`src/rtl/pp_pkg.sv`:
```
// Shared types and sizing for the path-parser hop dispatcher.
//   lane_state_t : per-lane sequencing state
//   NUM_LANES    : number of ping-pong hop FIFOs
//   *_DEF        : default widths for the dispatcher parameters
package pp_pkg;

    localparam int unsigned NUM_LANES   = 2;
    localparam int unsigned HOP_W_DEF   = 32;
    localparam int unsigned RCI_W_DEF   = 8;
    localparam int unsigned CNT_W_DEF   = 16;

    typedef enum logic [2:0] {
        ST_IDLE,
        ST_LOAD,
        ST_WAIT_DONE,
        ST_DRAIN,
        ST_FLUSH
    } lane_state_t;

endpackage

```
`src/rtl/pp_hop_lane.sv`:
```
// One ping-pong lane: packet sequencing FSM, registered FIFO write port and
// the lane's ready term.
//   sel          : this lane owns the dispatch pointer
//   in_*         : upstream hop beat, meta_valid = RCI available
//   full/fullm1  : lane FIFO fill flags
//   parse_done   : parser finished this lane's packet
//   ready_c      : beat accept term (only non-zero when selected)
//   sop_take_c   : SOP+RCI consumed this cycle
//   pkt_end_c    : last beat of the packet taken, dispatch pointer moves on
//   drop_c       : beat discarded while draining
//   err_c        : protocol violation seen by this lane
//   fifo_*       : registered FIFO flush/write port
module pp_hop_lane
    import pp_pkg::*;
#(
    parameter int unsigned HOP_W = HOP_W_DEF
) (
    input  logic             clk,
    input  logic             rst,
    input  logic             sel,
    input  logic             in_valid,
    input  logic [HOP_W-1:0] in_data,
    input  logic             in_sop,
    input  logic             in_eop,
    input  logic             meta_valid,
    input  logic             full,
    input  logic             fullm1,
    input  logic             parse_done,
    output logic             ready_c,
    output logic             sop_take_c,
    output logic             pkt_end_c,
    output logic             drop_c,
    output logic             err_c,
    output logic             fifo_reset,
    output logic             fifo_wr,
    output logic [HOP_W-1:0] fifo_wdata
);

    lane_state_t      state_q, state_d;
    logic             wr_q, wr_d;
    logic [HOP_W-1:0] wdata_q, wdata_d;
    logic             reset_q, reset_d;
    logic             accept;

    // Next state, write register and handshake terms
    always_comb begin
        state_d    = state_q;
        wr_d       = 1'b0;
        wdata_d    = wdata_q;
        ready_c    = 1'b0;
        sop_take_c = 1'b0;
        pkt_end_c  = 1'b0;
        drop_c     = 1'b0;
        err_c      = 1'b0;
        accept     = 1'b0;
        case (state_q)
            ST_IDLE: begin
                // SOP beat and its RCI are taken together
                ready_c    = sel & meta_valid & in_valid & in_sop;
                sop_take_c = ready_c;
                accept     = ready_c;
                err_c      = parse_done;
                if (accept) begin
                    wr_d      = 1'b1;
                    wdata_d   = in_data;
                    pkt_end_c = in_eop;
                    state_d   = in_eop ? ST_WAIT_DONE : ST_LOAD;
                end
            end
            ST_LOAD: begin
                // fullm1 only matters while a write is still in flight
                ready_c = sel & ~full & ~(wr_q & fullm1);
                accept  = ready_c & in_valid;
                if (accept) begin
                    wr_d      = 1'b1;
                    wdata_d   = in_data;
                    err_c     = in_sop;
                    pkt_end_c = in_eop;
                end
                if (accept && in_eop) begin
                    state_d = parse_done ? ST_FLUSH : ST_WAIT_DONE;
                end else if (parse_done) begin
                    state_d = ST_DRAIN;
                end
            end
            ST_WAIT_DONE: begin
                if (parse_done) begin
                    state_d = ST_FLUSH;
                end
            end
            ST_DRAIN: begin
                // parser already done: swallow the rest of the packet
                ready_c = sel;
                accept  = ready_c & in_valid;
                drop_c  = accept;
                if (accept && in_eop) begin
                    pkt_end_c = 1'b1;
                    state_d   = ST_FLUSH;
                end
            end
            ST_FLUSH: begin
                err_c   = parse_done;
                state_d = ST_IDLE;
            end
            default: state_d = ST_IDLE;
        endcase
        reset_d = (state_d == ST_FLUSH);
    end

    // State and output registers; reset also flushes the FIFO once
    always_ff @(posedge clk) begin
        if (rst) begin
            state_q <= ST_IDLE;
            wr_q    <= 1'b0;
            wdata_q <= '0;
            reset_q <= 1'b1;
        end else begin
            state_q <= state_d;
            wr_q    <= wr_d;
            wdata_q <= wdata_d;
            reset_q <= reset_d;
        end
    end

    assign fifo_reset = reset_q;
    assign fifo_wr    = wr_q;
    assign fifo_wdata = wdata_q;

endmodule

```
`src/rtl/pp_hop_dispatch.sv`:
```
// Path-parser front end: steers hop packets alternately into two ping-pong
// hop FIFOs, writes one RCI per packet to the meta FIFO, keeps packet/drop
// statistics and a sticky protocol-error flag.
//   hop_in_*   : upstream hop stream (valid/ready, sop/eop)
//   meta_in_*  : RCI of the packet whose SOP is pending
//   hop_fifo_* : per-lane flush/write ports and fill flags
//   parse_done : per-lane parser completion pulse
//   pp_meta_*  : registered meta FIFO write
//   pkt_cnt, drop_cnt, err_sticky : statistics and error status
module pp_hop_dispatch
    import pp_pkg::*;
#(
    parameter int unsigned HOP_W = HOP_W_DEF,
    parameter int unsigned RCI_W = RCI_W_DEF,
    parameter int unsigned CNT_W = CNT_W_DEF
) (
    input  logic             clk,
    input  logic             rst,
    input  logic             hop_in_valid,
    input  logic [HOP_W-1:0] hop_in_data,
    input  logic             hop_in_sop,
    input  logic             hop_in_eop,
    output logic             hop_in_ready,
    input  logic             meta_in_valid,
    input  logic [RCI_W-1:0] meta_in_rci,
    output logic             meta_in_ready,
    output logic             hop_fifo_reset0,
    output logic             hop_fifo_reset1,
    output logic             hop_fifo_wr0,
    output logic             hop_fifo_wr1,
    output logic [HOP_W-1:0] hop_fifo_wdata0,
    output logic [HOP_W-1:0] hop_fifo_wdata1,
    input  logic             hop_fifo_full0,
    input  logic             hop_fifo_full1,
    input  logic             hop_fifo_fullm10,
    input  logic             hop_fifo_fullm11,
    input  logic             parse_done0,
    input  logic             parse_done1,
    output logic             pp_meta_valid,
    output logic [RCI_W-1:0] pp_meta_rci,
    output logic [CNT_W-1:0] pkt_cnt,
    output logic [CNT_W-1:0] drop_cnt,
    output logic             err_sticky
);

    logic [NUM_LANES-1:0] full_v, fm1_v, pd_v;
    logic [NUM_LANES-1:0] ready_v, sop_take_v, end_v, drop_v, err_v;
    logic [NUM_LANES-1:0] fifo_reset_v, fifo_wr_v;
    logic [HOP_W-1:0]     wdata_v [NUM_LANES];

    logic             wptr_q, wptr_d;
    logic             meta_valid_q, meta_valid_d;
    logic [RCI_W-1:0] rci_q, rci_d;
    logic [CNT_W-1:0] pkt_q, pkt_d;
    logic [CNT_W-1:0] drop_q, drop_d;
    logic             err_q, err_d;

    assign full_v = {hop_fifo_full1, hop_fifo_full0};
    assign fm1_v  = {hop_fifo_fullm11, hop_fifo_fullm10};
    assign pd_v   = {parse_done1, parse_done0};

    for (genvar i = 0; i < NUM_LANES; i++) begin : g_lane
        pp_hop_lane #(.HOP_W(HOP_W)) u_lane (
            .clk        (clk),
            .rst        (rst),
            .sel        (wptr_q == 1'(i)),
            .in_valid   (hop_in_valid),
            .in_data    (hop_in_data),
            .in_sop     (hop_in_sop),
            .in_eop     (hop_in_eop),
            .meta_valid (meta_in_valid),
            .full       (full_v[i]),
            .fullm1     (fm1_v[i]),
            .parse_done (pd_v[i]),
            .ready_c    (ready_v[i]),
            .sop_take_c (sop_take_v[i]),
            .pkt_end_c  (end_v[i]),
            .drop_c     (drop_v[i]),
            .err_c      (err_v[i]),
            .fifo_reset (fifo_reset_v[i]),
            .fifo_wr    (fifo_wr_v[i]),
            .fifo_wdata (wdata_v[i])
        );
    end

    // Only the selected lane can raise its terms, so OR-ing selects it
    assign hop_in_ready  = |ready_v;
    assign meta_in_ready = |sop_take_v;

    // Dispatch pointer, meta steering, statistics and error flag
    always_comb begin
        wptr_d       = wptr_q ^ (|end_v);
        meta_valid_d = |sop_take_v;
        rci_d        = (|sop_take_v) ? meta_in_rci : rci_q;
        pkt_d        = pkt_q + CNT_W'(|sop_take_v);
        drop_d       = drop_q + CNT_W'(|drop_v);
        err_d        = err_q | (|err_v);
    end

    always_ff @(posedge clk) begin
        if (rst) begin
            wptr_q       <= 1'b0;
            meta_valid_q <= 1'b0;
            rci_q        <= '0;
            pkt_q        <= '0;
            drop_q       <= '0;
            err_q        <= 1'b0;
        end else begin
            wptr_q       <= wptr_d;
            meta_valid_q <= meta_valid_d;
            rci_q        <= rci_d;
            pkt_q        <= pkt_d;
            drop_q       <= drop_d;
            err_q        <= err_d;
        end
    end

    assign hop_fifo_reset0 = fifo_reset_v[0];
    assign hop_fifo_reset1 = fifo_reset_v[1];
    assign hop_fifo_wr0    = fifo_wr_v[0];
    assign hop_fifo_wr1    = fifo_wr_v[1];
    assign hop_fifo_wdata0 = wdata_v[0];
    assign hop_fifo_wdata1 = wdata_v[1];
    assign pp_meta_valid   = meta_valid_q;
    assign pp_meta_rci     = rci_q;
    assign pkt_cnt         = pkt_q;
    assign drop_cnt        = drop_q;
    assign err_sticky      = err_q;

endmodule
```
`config.mk`:
```
export PLATFORM = sky130hd
export DESIGN_NAME = pp_hop_dispatch
export DESIGN_NICKNAME = d
export VERILOG_FILES = /design/src/rtl/pp_pkg.sv /design/src/rtl/pp_hop_lane.sv /design/src/rtl/pp_hop_dispatch.sv
export SDC_FILE = /design/constraint.sdc
export NUM_CORES = 1
export LEC_CHECK = 0
export CAP_MARGIN = 30
export CORE_ASPECT_RATIO = 0.75
export CORE_MARGIN = 1
export CORE_UTILIZATION = 46
export CTS_CLUSTER_SIZE = 16
export DETAILED_ROUTE_END_ITERATION = 8
export PLACE_DENSITY = 0.9
export SETUP_SLACK_MARGIN = 0.02
export SLEW_MARGIN = 20
export SYNTH_ARGS = -nofsm -noshare
export SYNTH_HDL_FRONTEND = slang
export SYNTH_SLANG_ARGS = --single-unit
```
`constraint.sdc`:
```
create_clock -name clk -period 2.9 [get_ports clk]
set_input_delay 0.29 -clock clk [delete_from_list [all_inputs] [get_ports clk]]
set_output_delay 0.29 -clock clk [all_outputs]
set_load 0.05 [all_outputs]
```
==> metrics, run 1 <==
CTS buffer count 17; post-synthesis net count between 600 and 700; Synth-to-Final Area Change 47.7%; CP Cell Sequence nor4b_1 > o21ai_1 > clkinvlp_4 > ha_1 > ha_1 > nand3_1 > or4_1 > a21oi_1; Post-CTS Setup Bufs 0; min Tclk post-route 2.63 ns; most common cell in the netlist dfxtp_1; hold crit path type primary input to register; kind of critical path register to register; 1st-iter DRT viols between 500 and 600; Syn Inst Count around 560; mean area per synthesized cell 8.62 sq um; die width between 100 and 150 um; Final WS setup roughly 0.27 ns; Total Routing Usage GR roughly 27%; status finished, final reports clean; CTS tree done; top cell type's share of synthesized area 48.2%; vias in the first global route roughly 4700; fillers between 700 and 800; Final Cell Area ~0.0072 sq mm; area of the mapped netlist between 0.004 and 0.005 sq mm; worst path required time 3.21 ns; Worst Path Max Fanout 11; first-pass GRT wire length between 20000 and 25000 um; Crit path buffers/inverters 1; Yosys warnings 0; EDFF count, synth 0; DRC errors left 0; deepest clock path buffer count 2; Clock Latency Late Sink around 0.41 ns; Fin. Hold Viols 0; ant diodes 0; Slowest-stage cell, CP dfxtp_1; Max-Slew Margin vs Limit 49.1%; Seq/Total Area, Yosys slightly below 50%; Initial Utilization 47.3%; commonest cells in the netlist 117 x dfxtp_1, 76 x a21oi_1, 76 x nand3_1; Worst Clk Skew 0.0136 ns; Synth cell types 51; largest net degree at the start of global routing 61; gpl congestion between 0.8 and 0.9; Final HPWL DP between 9000 and 10000 um; Routed WL about 15000 um; htree depth 4; crit end category register; max-slew violations 0; CP peak stage delay between 0.5 and 0.6 ns; Final nets 766; Yosys top cell by area dfxtp_1; DR vias/cell around 5.9; RSZ-0062 raised after global routing no; fraction of registers with async set/reset 0%; CP dominant cell by count ha_1; cell area power density about 630 mW/mm^2; Reg clk slew, reported paths 0.05 ns; gr ovfl total 0; DR WL/cell about 18 um; Gates resized, CTS repair 0; CP Launch Type register; CP top delay family simple AND/OR/NAND/NOR gates; top_reg_cell synth dfxtp_1; Tightest Pin Transition 0.763 ns; flops & latches, synth approximately 120; clk root buf clkbuf_16; hold_buf cts 0; final setup violation count 0; post-route antenna net violation count 0; worst slack, placed approximately 0.29 ns; DR pass1 iterations 7; largest vdd supply drop approximately 0.37 mV; leading post-synthesis cells by cell area dfxtp_1 48%, a21oi_1 7.8%, nand3_1 7.8%; clock sink count ~120; Die Y about 90 um; die area 0.0110 sq mm; fin crit share slightly above 90%; routed vias about 5000; core area between 0.01 and 0.015 sq mm; Max Cap Viol 0; Hold WS roughly 0.38 ns; PortBufs between 150 and 200; initial antenna violation count 0; Ports about 160; worst path arrival time around 3 ns; f_max ~0.38 GHz; share of cells above drive strength 1 a little under 7%; setup TNS 0 ns; num rows 32; post-place instance area 0.00653 sq mm; P_leak between 0.002 and 0.003 uW
power breakdown:
| part | switching, uW | internal [uW] | total, uW |
|---|---|---|---|
| clock | 718 | 1590 | 2310 |
| sequential | 27.4 | 1650 | 1680 |
| combinational | 338 | 196 | 534 |
| total | 1080 | 3430 | 4520 |
area by class of cell:
type | instances | area, sq um | area share (%)
Timing Repair Buffer | 174 | 1720 | 23.9
Tap cell | 136 | 170 | 2.37
Inverter | 4 | 18.8 | 0.261
Clock buffer | 23 | 478 | 6.66
Sequential cell | 117 | 2340 | 32.6
Multi-Input combinational cell | 395 | 2280 | 31.8
Clock inverter | 9 | 173 | 2.40
cells in the final DEF (no fill, tap or decap), types with 10 or more instances in the layout:
cell	netlist	routed
nand3_1	76	76
nand2_1	11	11
dfxtp_1	117	117
o21ai_0	66	66
buf_4	1	13
nor2_1	34	34
xnor2_1	11	11
nor3_1	10	10
clkbuf_16	0	17
xor2_1	10	10
clkdlybuf4s50_1	0	160
a21oi_1	76	76
per-stage QoR:
step,total power (uW),utilization (%),cells
global route,4650,69.8,858
floorplan,2030,-,564
global placement,2220,63.5,826
finish,4520,69.8,858
detailed placement,2230,63.5,826
CTS,4530,69.8,858
registers in the layout, indices dropped and copies added (netlist names), 2 cells and up:
| signal | flops |
|---|---|
| g_lane.u_lane.fifo_wdata | 64 |
| g_lane.u_lane.fifo_wr | 2 |
| pp_meta_rci | 8 |
| pkt_cnt | 16 |
| drop_cnt | 16 |
| g_lane.u_lane.fifo_reset | 2 |
| g_lane.u_lane.state_q | 6 |
path summary, 6_finish.rpt:
check | to | from | slack (ns) | cells after the start
worst max-delay path | pkt_cnt[14]$_SDFF_PP0_ | wptr_q$_SDFF_PP0_ | 0.27 | 8
worst min-delay path | g_lane[1].u_lane.fifo_wdata[16]$_SDFFE_PP0P_ | rst | 0.38 | 2
worst min register to register | g_lane[0].u_lane.fifo_wdata[28]$_SDFFE_PP0P_ | g_lane[0].u_lane.fifo_wdata[28]$_SDFFE_PP0P_ | 0.47 | 2
worst max register to register | pkt_cnt[14]$_SDFF_PP0_ | wptr_q$_SDFF_PP0_ | 0.27 | 8
kinds of logic after synthesis:
family                   after synthesis  synth area share, %
AND/OR/NAND/NOR                      184                 19.9
AO/OA/AOI/OAI                        175                 19.8
flip-flops                           117                 48.2
buffers and inverters                 52                 4.99
XOR/XNOR                              21                 3.78
multiplexers                          10                 2.08
adder cells (fa/ha/maj)                5                 1.29
routing by layer:
layer / GRT usage, % / share of wire, %
met5: 0 / 0
met4: 14.1 / 2.9
met3: 6.72 / 7.8
met2: 43.2 / 48
met1: 34.0 / 41
Note: power is estimated with default switching activity, not from simulation.
==> inputs of run 2 (changes only) <==
--- a/config.mk
+++ b/config.mk
@@ -5,13 +5,12 @@
 export SDC_FILE = /design/constraint.sdc
 export NUM_CORES = 1
 export LEC_CHECK = 0
-export CAP_MARGIN = 30
 export CORE_ASPECT_RATIO = 0.75
 export CORE_MARGIN = 1
-export CORE_UTILIZATION = 46
+export CORE_UTILIZATION = 36
 export CTS_CLUSTER_SIZE = 16
 export DETAILED_ROUTE_END_ITERATION = 8
-export PLACE_DENSITY = 0.9
+export PLACE_DENSITY = 0.75
 export SETUP_SLACK_MARGIN = 0.02
 export SLEW_MARGIN = 20
 export SYNTH_ARGS = -nofsm -noshare
==> run 2 against run 1 <==
Compared with the run above: final cell count is 3.8% higher; clock skew is 0.0041 ns lower; sequential cell count stayed put; clock power is 16% lower; worst hold slack better by 0.015 ns; fmax is 4.1% higher; first-iteration DRC count is 31% lower; sequential share of layout area is 0.10 points higher; critical path type is now register to output port; highest routed layer unchanged.
==> metrics, run 2 (synthesis results as in run 1) <==
RSZ-0062 raised after global routing no; P_sw between 1000 and 1500 uW; DR pass1 iterations 5; htree depth 4; crit end category output port; Gates resized, CTS repair 0; DR vias/cell between 5 and 6; fin crit share 87.2%; post-route antenna net violation count 0; Multi-input gate area ~0.0023 sq mm; Slowest-stage cell, CP dfxtp_1; Synth-to-Final Area Change 47.2%; DRC errors left 0; clk root buf clkbuf_16; f_max 0.395 GHz; dpl cells around 860; max-slew violations 0; PortBufs 163; Total Routing Usage GR roughly a fifth; hold depth 2; clock sink count approximately 120; Flop pwr share about two fifths; CP peak stage delay 0.50 ns; die area approximately 0.014 sq mm; design internal power ~3100 uW; Final nets about 770; Post-CTS Setup Bufs 0; die width ~140 um; setup TNS 0 ns; CP dominant cell by count buf_4; Clock Power Share between 40% and 50%; gpl congestion approximately 0.86; 1st-iter DRT viols 393; status finished, final reports clean; CP top delay family simple AND/OR/NAND/NOR gates; min Tclk post-route ~2.5 ns; Final HPWL DP roughly 9600 um; met2 wire len around 6700 um; ant diodes 0; fillers 1171; core area approximately 0.013 sq mm; first-pass GRT wire length between 20000 and 25000 um; DR WL met3 around 1400 um; vias in the first global route roughly 4600; Worst Path Max Fanout 11; most frequent cells in the layout 160 x clkdlybuf4s50_1, 117 x dfxtp_1, 76 x a21oi_1, 76 x nand3_1, 66 x o21ai_0; final setup violation count 0; leading cell type in the layout, fill and taps excluded clkdlybuf4s50_1; num rows 36; Post-Layout Cell Count just under 900; Critical Path Stages 6; Net Sw Frac ~25%; Routed WL ~15000 um; Tightest Pin Transition approximately 0.97 ns; largest net degree at the start of global routing 61; M1 wire length around 6400 um; CP Cell Sequence nor4_2 > o21ai_1 > buf_4 > nand2_1 > or3_1 > buf_4; Reg area about 0.0023 sq mm; hold crit path type primary input to register; number of flip-flops in the largest register 64; CTS buffer count 17; worst r2r path cells 9; worst path arrival time around 2.2 ns; CTS tree done; Final Util 54.8%; largest vdd supply drop between 0.3 and 0.4 mV; Max Cap Viol 0; Max-Slew Margin vs Limit 34.1%; P_leak ~0.0025 uW; gr ovfl total 0; Clock Latency Late Sink just over 0.4 ns; share of cells above drive strength 1 6.94%; Ports 164; worst path required time roughly 2.6 ns; deepest clock path buffer count 2; Worst Clk Skew approximately 0.0095 ns; kind of critical path register to output port; DR top layer met4; worst slack, placed roughly 0.29 ns; CP Launch Type register; Die Y around 100 um; combinational share of power between 10% and 20%; routed vias between 4000 and 5000; Initial Utilization a little under two fifths; Crit path buffers/inverters 2; Fin. Hold Viols 0; Final WS setup ~0.37 ns; Reg clk slew, reported paths 0.05 ns; hold_buf cts 0; DR WL/cell approximately 16 um; cell area power density slightly below 600 mW/mm^2; initial antenna violation count 0
## run 2: changes by cell type in the layout (fill, tap and decap cells not counted), sizes merged
cell,change
buf,+2
bufinv,-4
clkinv,+1
clkinvlp,-1
## run 2: layout make-up
type / count / share of cell area (%)
clock buffers: 23 / 6.96
flip-flops and latches: 117 / 32.7
multi-input cells: 395 / 32.0
well taps: 171 / 2.99
clock inverters: 5 / 0.699
repair buffers: 176 / 24.4
inverters: 4 / 0.262
## run 2: through the flow
step                cell area, sq um  hold WS, ns  total power (uW)
global placement                6610        0.460              2230
detailed placement              6610        0.466              2240
floorplan                       4870        0.434              2030
global route                    7160        0.420              4330
CTS                             7160        0.379              4210
finish                          7160        0.395              4170
## run 2: final timing paths
path	from	to	slack (ns)
worst max-delay path	wptr_q$_SDFF_PP0_	hop_in_ready	0.37
worst max register to register	g_lane[0].u_lane.state_q[0]$_SDFF_PP0_	drop_cnt[14]$_SDFF_PP0_	0.39
worst min register to register	g_lane[0].u_lane.fifo_wdata[4]$_SDFFE_PP0P_	g_lane[0].u_lane.fifo_wdata[4]$_SDFFE_PP0P_	0.47
worst min-delay path	rst	g_lane[1].u_lane.fifo_wdata[15]$_SDFFE_PP0P_	0.39
## run 2: layer usage
layer | global-route usage, % | vias to the layer above
met4 | 8.03 | 0
met5 | 0 | -
met1 | 27.0 | 2323
met2 | 32.8 | 217
li1 | - | 2322
met3 | 8.60 | 19
## run 2: worst register-to-register path: stages (launching register included)
cell and delay, ns:
dfxtp_1 0.49, nor4bb_1 0.41, a21oi_1 0.10, nor2_1 0.19
ha_1 0.22, ha_1 0.22, nand2_1 0.17, nor4_1 0.35
xnor2_1 0.17, nor2_1 0.06
## run 2: power by group through the flow
stage	sequential [uW]	combinational (uW)	clock (uW)
4_1_cts	1680	538	1990
2_1_floorplan	1820	205	0
3_3_place_gp	1710	528	0
5_1_grt	1680	572	2080
6_report	1680	540	1950
3_5_place_dp	1710	535	0
==> inputs of run 3 (changes only) <==
--- a/config.mk
+++ b/config.mk
@@ -6,13 +6,13 @@
 export NUM_CORES = 1
 export LEC_CHECK = 0
 export CORE_ASPECT_RATIO = 0.75
-export CORE_MARGIN = 1
+export CORE_MARGIN = 2
 export CORE_UTILIZATION = 36
 export CTS_CLUSTER_SIZE = 16
 export DETAILED_ROUTE_END_ITERATION = 8
 export PLACE_DENSITY = 0.75
 export SETUP_SLACK_MARGIN = 0.02
-export SLEW_MARGIN = 20
+export SLEW_MARGIN = 5
 export SYNTH_ARGS = -nofsm -noshare
 export SYNTH_HDL_FRONTEND = slang
 export SYNTH_SLANG_ARGS = --single-unit
==> run 3 against run 2 <==
Compared with the run above: worst hold slack worse by 0.011 ns; sequential cell count unchanged; global-route usage down 0.71 points; fmax down 4.3%; final area up 1.2%; critical path depth unchanged; sequential power about the same; clock skew down 0.0017 ns; critical path type unchanged; largest power group unchanged; highest routed layer unchanged.
==> metrics, run 3 (synthesis results as in run 1) <==
status finished, final reports clean; Synth-to-Final Area Change 49.0%; CTS tree done; Worst Clk Skew between 0.007 and 0.008 ns; leading cell type in the layout, fill and taps excluded clkdlybuf4s50_1; Gates resized, CTS repair 0; largest vdd supply drop around 0.46 mV; ant diodes 0; largest net degree at the start of global routing 57; min Tclk post-route around 2.6 ns; Final HPWL DP between 10000 and 15000 um; die area 0.0145 sq mm; DRC errors left 0; Fin. Hold Viols 0; Max Cap Viol 0; htree depth 4; crit end category output port; routed vias 4812; num rows 36; fillers between 1000 and 1500; core area about 0.013 sq mm; f_max between 0.3 and 0.4 GHz; CTS buffer count 17; source of the worst hold timing path rst; Total Routing Usage GR 20.6%; setup TNS 0 ns; P_sw 1150 uW; Final WS setup between 0.2 and 0.3 ns; gr ovfl total 0; Max-Slew Margin vs Limit 54.9%; most frequent cells in the layout 160 x clkdlybuf4s50_1, 117 x dfxtp_1, 76 x a21oi_1, 76 x nand3_1, 66 x o21ai_0; combinational share of power roughly an eighth; gpl congestion between 0.8 and 0.9; CP Launch Type register; Multi-input gate area ~0.0023 sq mm; number of flip-flops in the largest register 64; deepest clock path buffer count 2; first-pass GRT wire length approximately 24000 um; Final nets 768; share of cells above drive strength 1 between 7 and 8%; crit path launch g_lane[1].u_lane.state_q[0]$_SDFF_PP0_; vias in the first global route 4728; PortBufs 163; Die Y between 100 and 150 um; final setup violation count 0; worst path required time between 2 and 3 ns; worst path arrival time around 2.4 ns; DR pass1 iterations 4; Ports between 150 and 200; Flop pwr share a little under two fifths; Initial Utilization ~37%; clock sink count approximately 120; Routed WL roughly 15000 um; fin crit share about 90%; P_leak roughly 0.0025 uW; Net Sw Frac 25.8%; initial antenna violation count 0; r2r setup slk between 0.3 and 0.4 ns; Clock Power Share around half; Post-CTS Setup Bufs 0; cell area power density a little over 600 mW/mm^2; DR vias/cell 5.38; hold_buf cts 0; hold crit path type primary input to register; Reg area roughly 0.0023 sq mm; clk root buf clkbuf_16; die width 138 um; RSZ-0062 raised after global routing no; kind of critical path register to output port; post-route antenna net violation count 0; worst r2r src wptr_q$_SDFF_PP0_; worst slack, placed approximately 0.27 ns; Clock Latency Late Sink between 0.4 and 0.5 ns; design internal power roughly 3300 uW; max-slew violations 0; DR WL/cell roughly 17 um; Worst Path Max Fanout 12; 1st-iter DRT viols between 300 and 400; Tightest Pin Transition slightly below 0.7 ns; Reg clk slew, reported paths 0.06 ns
run 3: cell count changes in the layout (fill, tap and decap cells not counted), sizes merged:
cell | previous run | this run
bufinv | 1 | 4
clkbuf | 23 | 18
clkinv | 4 | 6
clkinvlp | 1 | 3
inv | 3 | 5
run 3: power groups by stage:
stage | combinational, uW | sequential [uW] | clock (uW)
floorplan | 205 | 1820 | 0
global placement | 532 | 1710 | 0
detailed placement | 537 | 1710 | 0
CTS | 541 | 1670 | 2290
global route | 575 | 1680 | 2370
finish | 541 | 1680 | 2260
run 3: worst max-delay path, stage by stage (launching register included):
cell     delay [ns]
dfxtp_1        0.59
nor4b_1        0.14
o21ai_1        0.30
buf_4          0.28
nand2_1        0.11
or3_1          0.33
buf_4          0.20
run 3: path summary, 6_finish.rpt:
| path | endpoint | cells after the start |
|---|---|---|
| worst max-delay path | hop_in_ready | 6 |
| worst min-delay path | drop_cnt[3]$_SDFF_PP0_ | 2 |
| worst max register to register | pkt_cnt[14]$_SDFF_PP0_ | 8 |
| worst min register to register | g_lane[1].u_lane.fifo_wdata[14]$_SDFFE_PP0P_ | 2 |
run 3: routing by layer:
| metal | part of all wire, % | GRT usage (%) | vias up |
|---|---|---|---|
| met5 | 0 | 0 | - |
| met3 | 8.8 | 8.02 | 13 |
| met2 | 46 | 32.6 | 196 |
| met4 | 0.85 | 5.69 | 0 |
| met1 | 44 | 26.4 | 2277 |
| li1 | - | - | 2326 |
run 3: layout make-up:
class / instances / area share (%)
repair buffers: 176 / 24.1
well taps: 171 / 2.95
clock buffers: 18 / 6.06
clock inverters: 14 / 2.78
flip-flops and latches: 117 / 32.3
multi-input cells: 395 / 31.5
inverters: 4 / 0.259
run 3: stage by stage:
stage | cells | total power, uW | hold slack (ns) | util [%] | area (sq um)
2_1_floorplan | 564 | 2030 | 0.434 | - | 4870
3_3_place_gp | 863 | 2240 | 0.461 | 50.4 | 6600
3_5_place_dp | 863 | 2250 | 0.465 | 50.4 | 6600
4_1_cts | 895 | 4510 | 0.367 | 55.3 | 7240
5_1_grt | 895 | 4620 | 0.376 | 55.3 | 7240
6_report | 895 | 4470 | 0.384 | 55.3 | 7240
